## config.mk

```make
export PLATFORM = sky130hd
export DESIGN_NAME = apb_fifo_slave
export DESIGN_NICKNAME = d
export VERILOG_FILES = /design/src/rtl/apb_fifo_slave.sv
export SDC_FILE = /design/constraint.sdc
export NUM_CORES = 1
export LEC_CHECK = 0
export CORE_MARGIN = 2
export CORE_UTILIZATION = 57
export DETAILED_ROUTE_END_ITERATION = 10
export PLACE_DENSITY = 0.79
export SLEW_MARGIN = 20
export SYNTH_ARGS = -nofsm -noshare
export SYNTH_HDL_FRONTEND = slang
export SYNTH_SLANG_ARGS = --single-unit
```

## constraint.sdc

```tcl
create_clock -name PCLK -period 6.6 [get_ports PCLK]
set_input_delay 1.32 -clock PCLK [delete_from_list [all_inputs] [get_ports PCLK]]
set_output_delay 1.32 -clock PCLK [all_outputs]
set_load 0.005 [all_outputs]
```

## src/rtl/apb_fifo_slave.sv

```systemverilog
// APB slave wrapping a 32-bit FIFO: CTRL/STATUS/TXDATA/RXDATA registers, one wait state per transfer.
// Side effects commit only on the RESP->IDLE edge, so a transfer aborted in RESP leaves no trace.
module apb_fifo_slave #(
    parameter int unsigned DEPTH = 8
) (
    input  logic        PCLK,
    input  logic        PRESET,
    input  logic [31:0] PADDR,
    input  logic        PWRITE,
    input  logic        PENABLE,
    input  logic        PSEL,
    input  logic [31:0] PWDATA,
    output logic [31:0] PRDATA,
    output logic        PREADY,
    output logic        irq
);

    localparam int unsigned AW = (DEPTH > 1) ? $clog2(DEPTH) : 1;
    localparam logic [AW:0] FULL_CNT = (AW+1)'(DEPTH);

    typedef enum logic {
        IDLE,
        RESP
    } state_t;

    state_t        state, state_nxt;
    logic [AW-1:0] wptr, rptr;
    logic [AW:0]   count;
    logic          en, ovf, udf;
    logic [31:0]   mem [0:DEPTH-1];

    logic          access, commit;
    logic [1:0]    sel;
    logic          empty, full;
    logic          ctrl_wr, tx_wr, rx_rd;
    logic          push, pop, clr, ovf_set, udf_set;
    logic [31:0]   status, rd_val;
    logic          unused_addr_bits;

    assign access           = PSEL & PENABLE;
    assign sel              = PADDR[3:2];
    assign unused_addr_bits = ^{PADDR[31:4], PADDR[1:0]};
    assign empty            = (count == '0);
    assign full             = (count == FULL_CNT);
    assign PREADY           = (state == RESP);

    always_ff @(posedge PCLK or negedge PRESET) begin
        if (!PRESET) state <= IDLE;
        else         state <= state_nxt;
    end

    always_comb begin
        state_nxt = state;
        commit    = 1'b0;
        unique case (state)
            IDLE: if (access) state_nxt = RESP;
            RESP: begin
                state_nxt = IDLE;
                commit    = access;
            end
        endcase
    end

    always_comb begin
        ctrl_wr = commit &  PWRITE & (sel == 2'd0);
        tx_wr   = commit &  PWRITE & (sel == 2'd2);
        rx_rd   = commit & ~PWRITE & (sel == 2'd3);
        push    = tx_wr & en & ~full;
        ovf_set = tx_wr & en &  full;
        pop     = rx_rd & ~empty;
        udf_set = rx_rd &  empty;
        clr     = ctrl_wr & PWDATA[1];
    end

    always_comb begin
        status = {19'b0, 9'(count), udf, ovf, full, empty};
        rd_val = '0;
        if (!PWRITE) begin
            unique case (sel)
                2'd0: rd_val = {31'b0, en};
                2'd1: rd_val = status;
                2'd2: rd_val = '0;
                2'd3: rd_val = empty ? '0 : mem[rptr];
            endcase
        end
    end

    // PRDATA is captured entering RESP and falls back to 0 when RESP ends
    always_ff @(posedge PCLK or negedge PRESET) begin
        if (!PRESET) PRDATA <= '0;
        else         PRDATA <= (state == IDLE && access) ? rd_val : '0;
    end

    always_ff @(posedge PCLK or negedge PRESET) begin
        if (!PRESET) begin
            en    <= 1'b0;
            wptr  <= '0;
            rptr  <= '0;
            count <= '0;
            ovf   <= 1'b0;
            udf   <= 1'b0;
            irq   <= 1'b0;
        end else begin
            irq <= en & ~empty;
            if (ctrl_wr) en <= PWDATA[0];
            if (clr) begin
                wptr  <= '0;
                rptr  <= '0;
                count <= '0;
                ovf   <= 1'b0;
                udf   <= 1'b0;
            end else begin
                if (push) wptr <= wptr + (AW)'(1);
                if (pop)  rptr <= rptr + (AW)'(1);
                if (push)     count <= count + (AW+1)'(1);
                else if (pop) count <= count - (AW+1)'(1);
                if (ovf_set) ovf <= 1'b1;
                if (udf_set) udf <= 1'b1;
            end
        end
    end

    always_ff @(posedge PCLK) begin
        if (push) mem[wptr] <= PWDATA;
    end

endmodule

```

==> metrics.cfg, run 1 <==
[timing]
rsz0062_at_grt = no
hold_viol = 0
tns_ns = 0
tightest_slew_ns = 0.917
setup_viol = 0
fin_ws_ns = 2.81
slew_violations = 0
max_freq_mhz = 264
period_needed_ns = 3.79
finClkSkew_ns = 0.0100
relSlewSlack_pct = 38.8
fin_crit_sh_pct = 57.4

[grt]
antenna_found_initial = 0
grt_pass1_wl_mm = 33.6
grt_max_degree = 67
grt_pass1_vias = 5766
grt_overflow = 0
grt_usage_pct = 20.9

[worst_setup_path]
crit_buf_inv = 3
cp_cell_sequence = clkdlybuf4s50_1 > and4b_1 > nand2_1 > or2_1 > inv_6 > nand2_1 > nor3b_4 > buf_12
cp_top_family = simple AND/OR/NAND/NOR gates
cp.required_ns = 6.82
slowest_delay_ns = 0.67
cp_slowest_cell = nor3b_4
crit_path_end_kind = register
worstPathArrival_ns = 4.01
critPathKind = primary input to register
cp_common_cell = nand2_1
cp_max_fo = 24
critical_path.startpoint_type = primary input

[synth]
synth_top_family_by_area = multiplexers
ys_seq_area_share_pct = 77.5
synth.cell_area_um2 = 11400
avgSynthCellArea_um2 = 21.3
synth-compound-area-share_pct = 0.886
synth_cells = 537
syn-num-nets = 611
synth-edff-count = 256
synthXorXnorAreaFrac_pct = 0.459
yosys-top-cells-area = edfxtp_1, mux4_2, dfrtp_1
synth_mux_area_share_pct = 15.8
yosysMostFrequentCell = edfxtp_1
yosys_warnings = 0
yosys-top-cells-count = edfxtp_1, mux4_2, dfrtp_1, nor2_1, mux2i_1
synth_seq_cells = 303
yosysTopAreaCell = edfxtp_1
synthAdderAreaFrac_pct = 0.612
synth_top_area_share_pct = 67.2
ys.flop_type = edfxtp_1
synth-async-reset-ratio_pct = 15.5
synth-simple-area-share_pct = 3.52
ys_types = 42

[floorplan]
die_area_um2 = 21200
rows = 51
die_y_um = 146
start_util_pct = 58.4
die_w_um = 146
core_area_um2 = 19600
ioPinCount = 103

[cts]
ctsLongestPathBuffers = 3
htree_levels = 1
cts_sinks = 303
post_cts_buffers = 0
root_buffer = clkbuf_16
insertion_delay_ns = 0.53
holdBufCountCts = 0
numCtsBuffers = 29
cts_tree = built
clk_pin_slew_worst_paths_ns = 0.06
ctsResizeCount = 0

[placement]
place_ws_ns = 2.03
port_buffers = 72
hpwl_mm = 11.6
place_congestion = 0.784
dp.cells = 862

[outcome]
status = finished clean

[final_layout]
syn2layout_area_growth_pct = 17.7
seq_area_um2 = 8870
fin_nets = 702
drive_gt1_share_pct = 22.5
multi_input_area_um2 = 2480
antennaDiodeCount = 0
fillers = 1195
fin_cells = 914

[drt]
ant_nets = 0
drcViolationCount = 0
drtPass1Iterations = 5
drtIter0Drc = 361
post_drt_via_cell_ratio = 5.84
num_vias = 5335
routedWlPerCell_um = 23.3
routed_wl_mm = 21.3

[pwr]
p_per_area_nw_per_um2 = 279
totalPowerFinal_mw = 3.75
ir_drop_uv = 212
leakagePower_nw = 4.37

[hold_path]
hold_path_class = register to register

[run]
cap_violations = 0

==> kinds of logic (layout without fill, tap and decap cells) <==
logic type | after synthesis | in the layout
adder cells (fa/ha/maj) | 5 | 5
multiplexers | 100 | 100
flip-flops | 303 | 303
buffers and inverters | 30 | 142
AO/OA/AOI/OAI | 16 | 16
XOR/XNOR | 6 | 6
AND/OR/NAND/NOR | 77 | 77
==> worst paths after layout <==
path,to,start,cells past startpoint,slack [ns]
hold / removal,PRDATA[3],udf,2,0.50
setup / recovery,mem[5][30],PWRITE,8,2.81
hold reg to reg,PRDATA[3],udf,2,0.50
setup reg to reg,mem[5][30],en,7,3.88
min in group asynchronous,PRDATA[5],PRESET,2,0.92
max in group asynchronous,rptr[0],PRESET,2,5.16
==> power by group <==
part	internal [mW]	switching, mW
logic	0.0410	0.0443
clock network	0.911	0.666
registers	2.08	0.00696
total	3.03	0.717
==> stage by stage <==
stage	hold WS, ns	util, %	instance area (µm²)
2_1_floorplan	0.456	-	11400
3_3_place_gp	0.483	64.0	12500
3_5_place_dp	0.487	64.0	12500
4_1_cts	0.501	68.7	13500
5_1_grt	0.535	68.7	13500
6_report	0.497	68.7	13500
==> cells in the final DEF (no fill, tap or decap), types with 2 or more instances in the layout <==
master / n
edfxtp_1: 256
clkdlybuf4s50_1: 71
mux4_2: 64
dfrtp_1: 44
nor2_1: 36
mux2i_1: 34
clkbuf_16: 29
nand2_1: 15
buf_4: 14
clkinv_2: 7
o21ai_1: 6
clkbuf_1: 6
xnor2_1: 4
ha_1: 4
and2_1: 3
clkinvlp_4: 3
inv_1: 2
or2_1: 2
nor4_2: 2
o21ai_0: 2
mux2_2: 2
nor4b_2: 2
nor3_2: 2
xor2_1: 2
a21oi_1: 2
nor3_1: 2
bufinv_16: 2
clkbuf_8: 2
dfrtp_2: 2
==> layout make-up <==
class	instances	share of cell area, %
clock inverter	15	1.09
sequential	303	65.9
clock buffer	37	5.76
inverter	3	0.121
tap	265	2.46
multi-input combinational	204	18.4
timing repair buffer	87	6.24
==> tightest hold or removal path, stage by stage (launching register included) <==
cell	delay, ns
dfrtp_1	0.35
nand2_1	0.05
o21ai_1	0.06
==> per-layer routing <==
metal,routed length [µm],GRT usage (%)
met3,1180,3.42
met5,0,0
met2,11200,36.4
met1,8540,28.0
met4,395,5.64
==> registers in the layout, summed over array words and instances (netlist names) <==
name and count:
udf 1, PREADY 1, irq 1, ovf 1
mem 256, wptr 3, PRDATA 32, count 4
en 1, rptr 3
Note: power is estimated with default switching activity, not from simulation.
==> inputs of run 2 (changes only) <==
==> constraint.sdc (replaced) <==
create_clock -name PCLK -period 3.9 [get_ports PCLK]
set_input_delay 0.78 -clock PCLK [delete_from_list [all_inputs] [get_ports PCLK]]
set_output_delay 0.78 -clock PCLK [all_outputs]
set_load 0.005 [all_outputs]
==> run 2 against run 1 <==
  * Core utilization rose by 0.55 points
  * Worst hold slack got worse by 0.24 ns
  * Total power rose by 68%
  * Sequential power rose by 69%
  * Clock power rose by 66%
  * First-iteration DRC count rose by 4.7%
  * Combinational power rose by 70%
  * Register-to-register slack got worse by 2.7 ns
  * Sequential share of layout area fell by 0.52 points
  * Critical path type unchanged
  * Highest routed layer unchanged
==> metrics.cfg, run 2 (same netlist as run 1, synthesis figures left out) <==
[timing]
tns_ns = 0  ; unchanged
hold_viol = 0  ; unchanged
holdWs_ns = 0.258  ; was 0.497 ns
finClkSkew_ns = 0.00742  ; was 0.0100 ns
relSlewSlack_pct = 38.3  ; was 38.8%
period_needed_ns = 3.13
slew_violations = 0  ; unchanged
max_freq_mhz = 320
rsz0062_at_grt = no  ; unchanged
fin_crit_sh_pct = 80.2
tightest_slew_ns = 0.925  ; was 0.917 ns
setup_viol = 0  ; unchanged

[placement]
port_buffers = 72  ; unchanged
dpl_cell_area_um2 = 12700  ; was 12500 µm²
dp.cells = 867  ; was 862
hpwl_mm = 11.9  ; was 11.6 mm
place_congestion = 0.758  ; was 0.784

[worst_setup_path]
cp_cell_sequence = clkdlybuf4s50_1 > and4b_1 > nand2_1 > or2_1 > inv_6 > nand2_1 > nor3b_4 > buf_4  ; was clkdlybuf4s50_1 > and4b_1 > nand2_1 > or2_1 > inv_6 > nand2_1 > nor3b_4 > buf_12
cp_max_fo = 20  ; was 24
reg2reg_slack_ns = 1.21  ; was 3.88 ns
slowest_delay_ns = 0.63  ; was 0.67 ns
r2r.worst_path.cells = 8  ; was 7
critPathKind = primary input to register  ; unchanged
critical_path.startpoint_type = primary input  ; unchanged
cp.required_ns = 4.10  ; was 6.82 ns
cp_slowest_cell = clkdlybuf4s50_1  ; was nor3b_4
worstPathArrival_ns = 3.33  ; was 4.01 ns
cp_common_cell = nand2_1  ; unchanged
r2r-end = count[3]  ; was mem[5][30]
crit_buf_inv = 3  ; unchanged
timing.rr.start = count[0]  ; was en
cp_top_family = simple AND/OR/NAND/NOR gates  ; unchanged
crit_path_end_kind = register  ; unchanged

[cts]
ctsResizeCount = 0  ; unchanged
cts_tree = built  ; unchanged
holdBufCountCts = 0  ; unchanged
root_buffer = clkbuf_16  ; unchanged
cts_sinks = 303  ; unchanged
htree_levels = 1  ; unchanged
post_cts_buffers = 0  ; unchanged
numCtsBuffers = 29  ; unchanged
insertion_delay_ns = 0.53  ; about the same
clk_pin_slew_worst_paths_ns = 0.06  ; about the same
ctsLongestPathBuffers = 3  ; unchanged

[floorplan]
die_y_um = 146  ; unchanged
ioPinCount = 103  ; unchanged
die_area_um2 = 21200  ; unchanged
core_area_um2 = 19600  ; unchanged
die_w_um = 146  ; unchanged
rows = 51  ; unchanged
start_util_pct = 58.4  ; unchanged

[drt]
routedWlPerCell_um = 23.3  ; about the same
post_drt_via_cell_ratio = 5.87  ; was 5.84
num_vias = 5403  ; was 5335
routed_wl_mm = 21.5  ; was 21.3 mm
ant_nets = 0  ; unchanged
drtIter0Drc = 378  ; was 361
drcViolationCount = 0  ; unchanged
drtPass1Iterations = 4  ; was 5

[pwr]
ir_drop_uv = 380  ; was 212 µV
p_per_area_nw_per_um2 = 465  ; was 279 nW/µm²
leakagePower_nw = 4.39  ; was 4.37 nW

[grt]
grt_pass1_wl_mm = 33.6  ; about the same
grt_overflow = 0  ; unchanged
antenna_found_initial = 0  ; unchanged
grt_usage_pct = 20.9  ; about the same
grt_pass1_vias = 5765  ; was 5766
grt_max_degree = 67  ; unchanged

[hold_path]
hold_path_class = primary input to asynchronous set/reset pin  ; was register to register

[final_layout]
largest_reg_flops = 256  ; unchanged
largest_register = mem  ; unchanged
fin_nets = 707  ; was 702
antennaDiodeCount = 0  ; unchanged
fin_cells = 920  ; was 914
utilization_pct = 69.3  ; was 68.7%
fin_area_um2 = 13600  ; was 13500 µm²
layout_commonest_cell = edfxtp_1  ; unchanged
drive_gt1_share_pct = 22.4  ; was 22.5%
syn2layout_area_growth_pct = 18.6  ; was 17.7%
final_cell_mix = edfxtp_1, clkdlybuf4s50_1, mux4_2  ; unchanged
largestRegisters = mem (256), PRDATA (32), count (4)  ; unchanged

[run]
cap_violations = 0  ; unchanged

[outcome]
status = finished clean  ; unchanged

[run 2: cell types whose count changed in the layout (fill, tap and decap cells not counted), sizes merged]
| cell | previous run | this run |
|---|---|---|
| clkbuf | 37 | 36 |
| buf | 16 | 21 |
| clkinv | 10 | 12 |
[run 2: worst max-delay path by stage]
stage	from	endpoint	slack [ns]	depth (start not counted)
after global placement	PWRITE	mem[3][20]	0.35	8
after floorplan	PADDR[2]	mem[2][0]	0.15	5
after detailed placement	PWRITE	mem[3][20]	0.28	8
after global routing	PWRITE	mem[3][2]	0.68	8
after CTS	PWRITE	mem[3][11]	0.80	8
final	PWRITE	mem[3][20]	0.77	8
[run 2: layout make-up]
class | instances | area (µm²)
fillers | 1187 | 6020
clock inverters | 17 | 135
clock buffers | 36 | 762
flip-flops and latches | 303 | 8870
well taps | 265 | 332
inverters | 3 | 16.3
repair buffers | 92 | 928
multi-input cells | 204 | 2530
[run 2: routing by layer]
| metal | routed length, µm | vias up | global-route usage, % | share of wire (%) |
|---|---|---|---|---|
| li1 | - | 2347 | - | - |
| met1 | 8540 | 2857 | 27.8 | 40 |
| met2 | 11300 | 167 | 36.5 | 53 |
| met3 | 1230 | 32 | 3.35 | 5.7 |
| met4 | 392 | 0 | 5.29 | 1.8 |
| met5 | 0 | - | 0 | 0 |
[run 2: metrics by stage]
| stage | power [mW] | worst slack [ns] |
|---|---|---|
| floorplan | 3.65 | 0.150 |
| global placement | 3.74 | 0.348 |
| detailed placement | 3.75 | 0.279 |
| CTS | 6.35 | 0.796 |
| global route | 6.49 | 0.676 |
| finish | 6.31 | 0.774 |
[run 2: power by group]
group | switching (mW) | total (mW) | internal, mW
registers | 0.0136 | 3.53 | 3.52
clock network | 1.12 | 2.63 | 1.51
logic | 0.0752 | 0.145 | 0.0698
total | 1.21 | 6.31 | 5.10
[run 2: worst register-to-register path: cells and delay by family, from the launching register on]
kind / cells / cell delay [ns]
flip-flops: 1 / 0.48
adder cells (fa/ha/maj): 1 / 0.35
AND/OR/NAND/NOR: 4 / 1.17
AO/OA/AOI/OAI: 3 / 0.60
==> inputs of run 3 (changes only) <==
==> constraint.sdc (replaced) <==
create_clock -name PCLK -period 3 [get_ports PCLK]
set_input_delay 0.6 -clock PCLK [delete_from_list [all_inputs] [get_ports PCLK]]
set_output_delay 0.6 -clock PCLK [all_outputs]
set_load 0.005 [all_outputs]
==> run 3 against run 2 <==
  * Die area unchanged
  * Count of clock-buffer cells in the layout increased by 2
  * Routed wire length decreased by 0.15%
  * Worst hold slack improved by 0.25 ns
  * Critical path depth decreased by 1
  * Non-clock buffer count increased by 18
  * First-iteration DRC count decreased by 0.26%
  * Total power increased by 37%
  * Clock skew increased by 0.020 ns
  * Sequential share of layout area decreased by 1.3 points
  * Largest cell class unchanged
  * Largest power group unchanged
  * Highest routed layer unchanged
==> metrics.cfg, run 3 (same netlist as run 1, synthesis figures left out) <==
[outcome]
status = finished clean  ; unchanged

[floorplan]
start_util_pct = 58.4  ; unchanged
rows = 51  ; unchanged
core_area_um2 = 19600  ; unchanged
die_area_um2 = 21200  ; unchanged
die_w_um = 146  ; unchanged
ioPinCount = 103  ; unchanged
die_y_um = 146  ; unchanged

[grt]
grt_max_degree = 39  ; was 67
grt_pass1_vias = 5827  ; was 5765
grt_usage_pct = 20.8  ; was 20.9%
antenna_found_initial = 0  ; unchanged
grt_overflow = 0  ; unchanged
grt_pass1_wl_mm = 33.5  ; was 33.6 mm

[cts]
cts_tree = built  ; unchanged
ctsResizeCount = 0  ; unchanged
clk_pin_slew_worst_paths_ns = 0.06  ; about the same
post_cts_buffers = 0  ; unchanged
htree_levels = 1  ; unchanged
ctsLongestPathBuffers = 3  ; unchanged
insertion_delay_ns = 0.55  ; was 0.53 ns
root_buffer = clkbuf_16  ; unchanged
numCtsBuffers = 29  ; unchanged
cts_sinks = 303  ; unchanged

[final_layout]
drive_gt1_share_pct = 25.1  ; was 22.4%
fillers = 1152  ; was 1187
largest_register = mem  ; unchanged
largest_reg_flops = 256  ; unchanged
syn2layout_area_growth_pct = 21.1  ; was 18.6%
layout_commonest_cell = edfxtp_1  ; unchanged
fin_nets = 725  ; was 707
antennaDiodeCount = 0  ; unchanged
largestRegisters = mem (256), PRDATA (32), count (4)  ; unchanged
final_cell_mix = edfxtp_1, clkdlybuf4s50_1, mux4_2  ; unchanged
fin_cells = 939  ; was 920
fin_area_um2 = 13900  ; was 13600 µm²
utilization_pct = 70.7  ; was 69.3%

[placement]
dp.cells = 884  ; was 867
place_ws_ns = 0.0146  ; was 0.279 ns
dpl_cell_area_um2 = 12800  ; was 12700 µm²
hpwl_mm = 12.8  ; was 11.9 mm
place_congestion = 0.735  ; was 0.758
port_buffers = 72  ; unchanged

[timing]
setup_viol = 0  ; unchanged
period_needed_ns = 2.47
tightest_slew_ns = 0.797  ; was 0.925 ns
max_freq_mhz = 405
fin_ws_ns = 0.532  ; was 0.774 ns
slew_violations = 0  ; unchanged
relSlewSlack_pct = 46.9  ; was 38.3%
fin_crit_sh_pct = 82.3
rsz0062_at_grt = no  ; unchanged
hold_viol = 0  ; unchanged
finClkSkew_ns = 0.0272  ; was 0.00742 ns
tns_ns = 0  ; unchanged

[drt]
routed_wl_mm = 21.4  ; was 21.5 mm
drtIter0Drc = 377  ; was 378
post_drt_via_cell_ratio = 5.80  ; was 5.87
drcViolationCount = 0  ; unchanged
num_vias = 5450  ; was 5403
ant_nets = 0  ; unchanged
routedWlPerCell_um = 22.8  ; was 23.3 µm
drtPass1Iterations = 5  ; was 4

[pwr]
power_switching_mw = 1.58  ; was 1.21 mW
ir_drop_uv = 499  ; was 380 µV
sw_frac_of_total_pct = 18.3  ; was 19.2%
seqPwrFrac_pct = 53.2  ; was 56.0%
leakagePower_nw = 4.55  ; was 4.39 nW
cellInternalPower_mw = 7.06  ; was 5.10 mW
clockPowerShare_pct = 44.5  ; was 41.7%
power_frac_comb_pct = 2.2  ; was 2.3%
p_per_area_nw_per_um2 = 623  ; was 465 nW/µm²

[worst_setup_path]
cp_max_fo = 14  ; was 20
crit_path_end_kind = register  ; unchanged
critical_path.startpoint_type = primary input  ; unchanged
r2r.worst_path.cells = 8  ; unchanged
reg2reg_slack_ns = 0.60  ; was 1.21 ns
startpoint = PWRITE  ; unchanged
r2r-end = count[3]  ; unchanged
timing.rr.start = count[0]  ; unchanged
critPathKind = primary input to register  ; unchanged
cp.required_ns = 3.23  ; was 4.10 ns
worstPathArrival_ns = 2.69  ; was 3.33 ns

[run]
cap_violations = 0  ; unchanged

[hold_path]
hp-start = udf
whs_path_depth = 2
hold_path_class = register to register  ; was primary input to asynchronous set/reset pin
min_to = udf

run 3: repair_timing:
action / 4_1_cts / 5_1_grt
hold buffers: 1 / 0
setup endpoints to repair: 0 / 0
hold endpoints to repair: 16 / 0
run 3: critical path, cell delays in order:
cell	delay (ns)
clkdlybuf4s50_1	0.47
and4b_1	0.24
nand2_1	0.09
or2_1	0.35
buf_4	0.23
nor4b_4	0.35
buf_4	0.34
run 3: worst max-delay path by stage:
stage / depth (start not counted) / slack (ns) / endpoint
3_5_place_dp: 7 / 0.01 / mem[2][18]
3_3_place_gp: 7 / 0.08 / mem[2][18]
5_1_grt: 10 / 0.43 / count[3]
4_1_cts: 7 / 0.56 / mem[2][31]
6_report: 7 / 0.53 / mem[2][18]
2_1_floorplan: 7 / -0.25 / mem[3][0]
run 3: per-stage QoR:
stage / hold WS [ns] / total power [mW]
2_1_floorplan: 0.304 / 4.75
3_5_place_dp: 0.497 / 4.88
5_1_grt: 0.545 / 8.86
3_3_place_gp: 0.487 / 4.87
4_1_cts: 0.511 / 8.70
6_report: 0.510 / 8.64
run 3: area by class of cell:
cell class	instances	area [µm²]	area share (%)
multi-input combinational	204	2530	18.2
clock inverter	16	233	1.68
tap	265	332	2.39
inverter	3	16.3	0.117
timing repair buffer	110	1080	7.78
sequential	303	8870	64.0
clock buffer	38	800	5.77
run 3: power by group through the flow:
stage | Combinational, mW | Clock [mW] | Sequential, mW
after global routing | 0.213 | 4.05 | 4.60
final | 0.194 | 3.85 | 4.60
after global placement | 0.182 | 0 | 4.68
after CTS | 0.196 | 3.90 | 4.60
after floorplan | 0.0686 | 0 | 4.68
after detailed placement | 0.193 | 0 | 4.68
run 3: routing by layer:
metal | vias up | part of all wire [%] | global-route usage (%)
met3 | 37 | 5.3 | 3.32
met2 | 171 | 52 | 35.8
met5 | - | 0 | 0
met1 | 2859 | 40 | 28.5
met4 | 0 | 2.0 | 5.25
li1 | 2383 | - | -
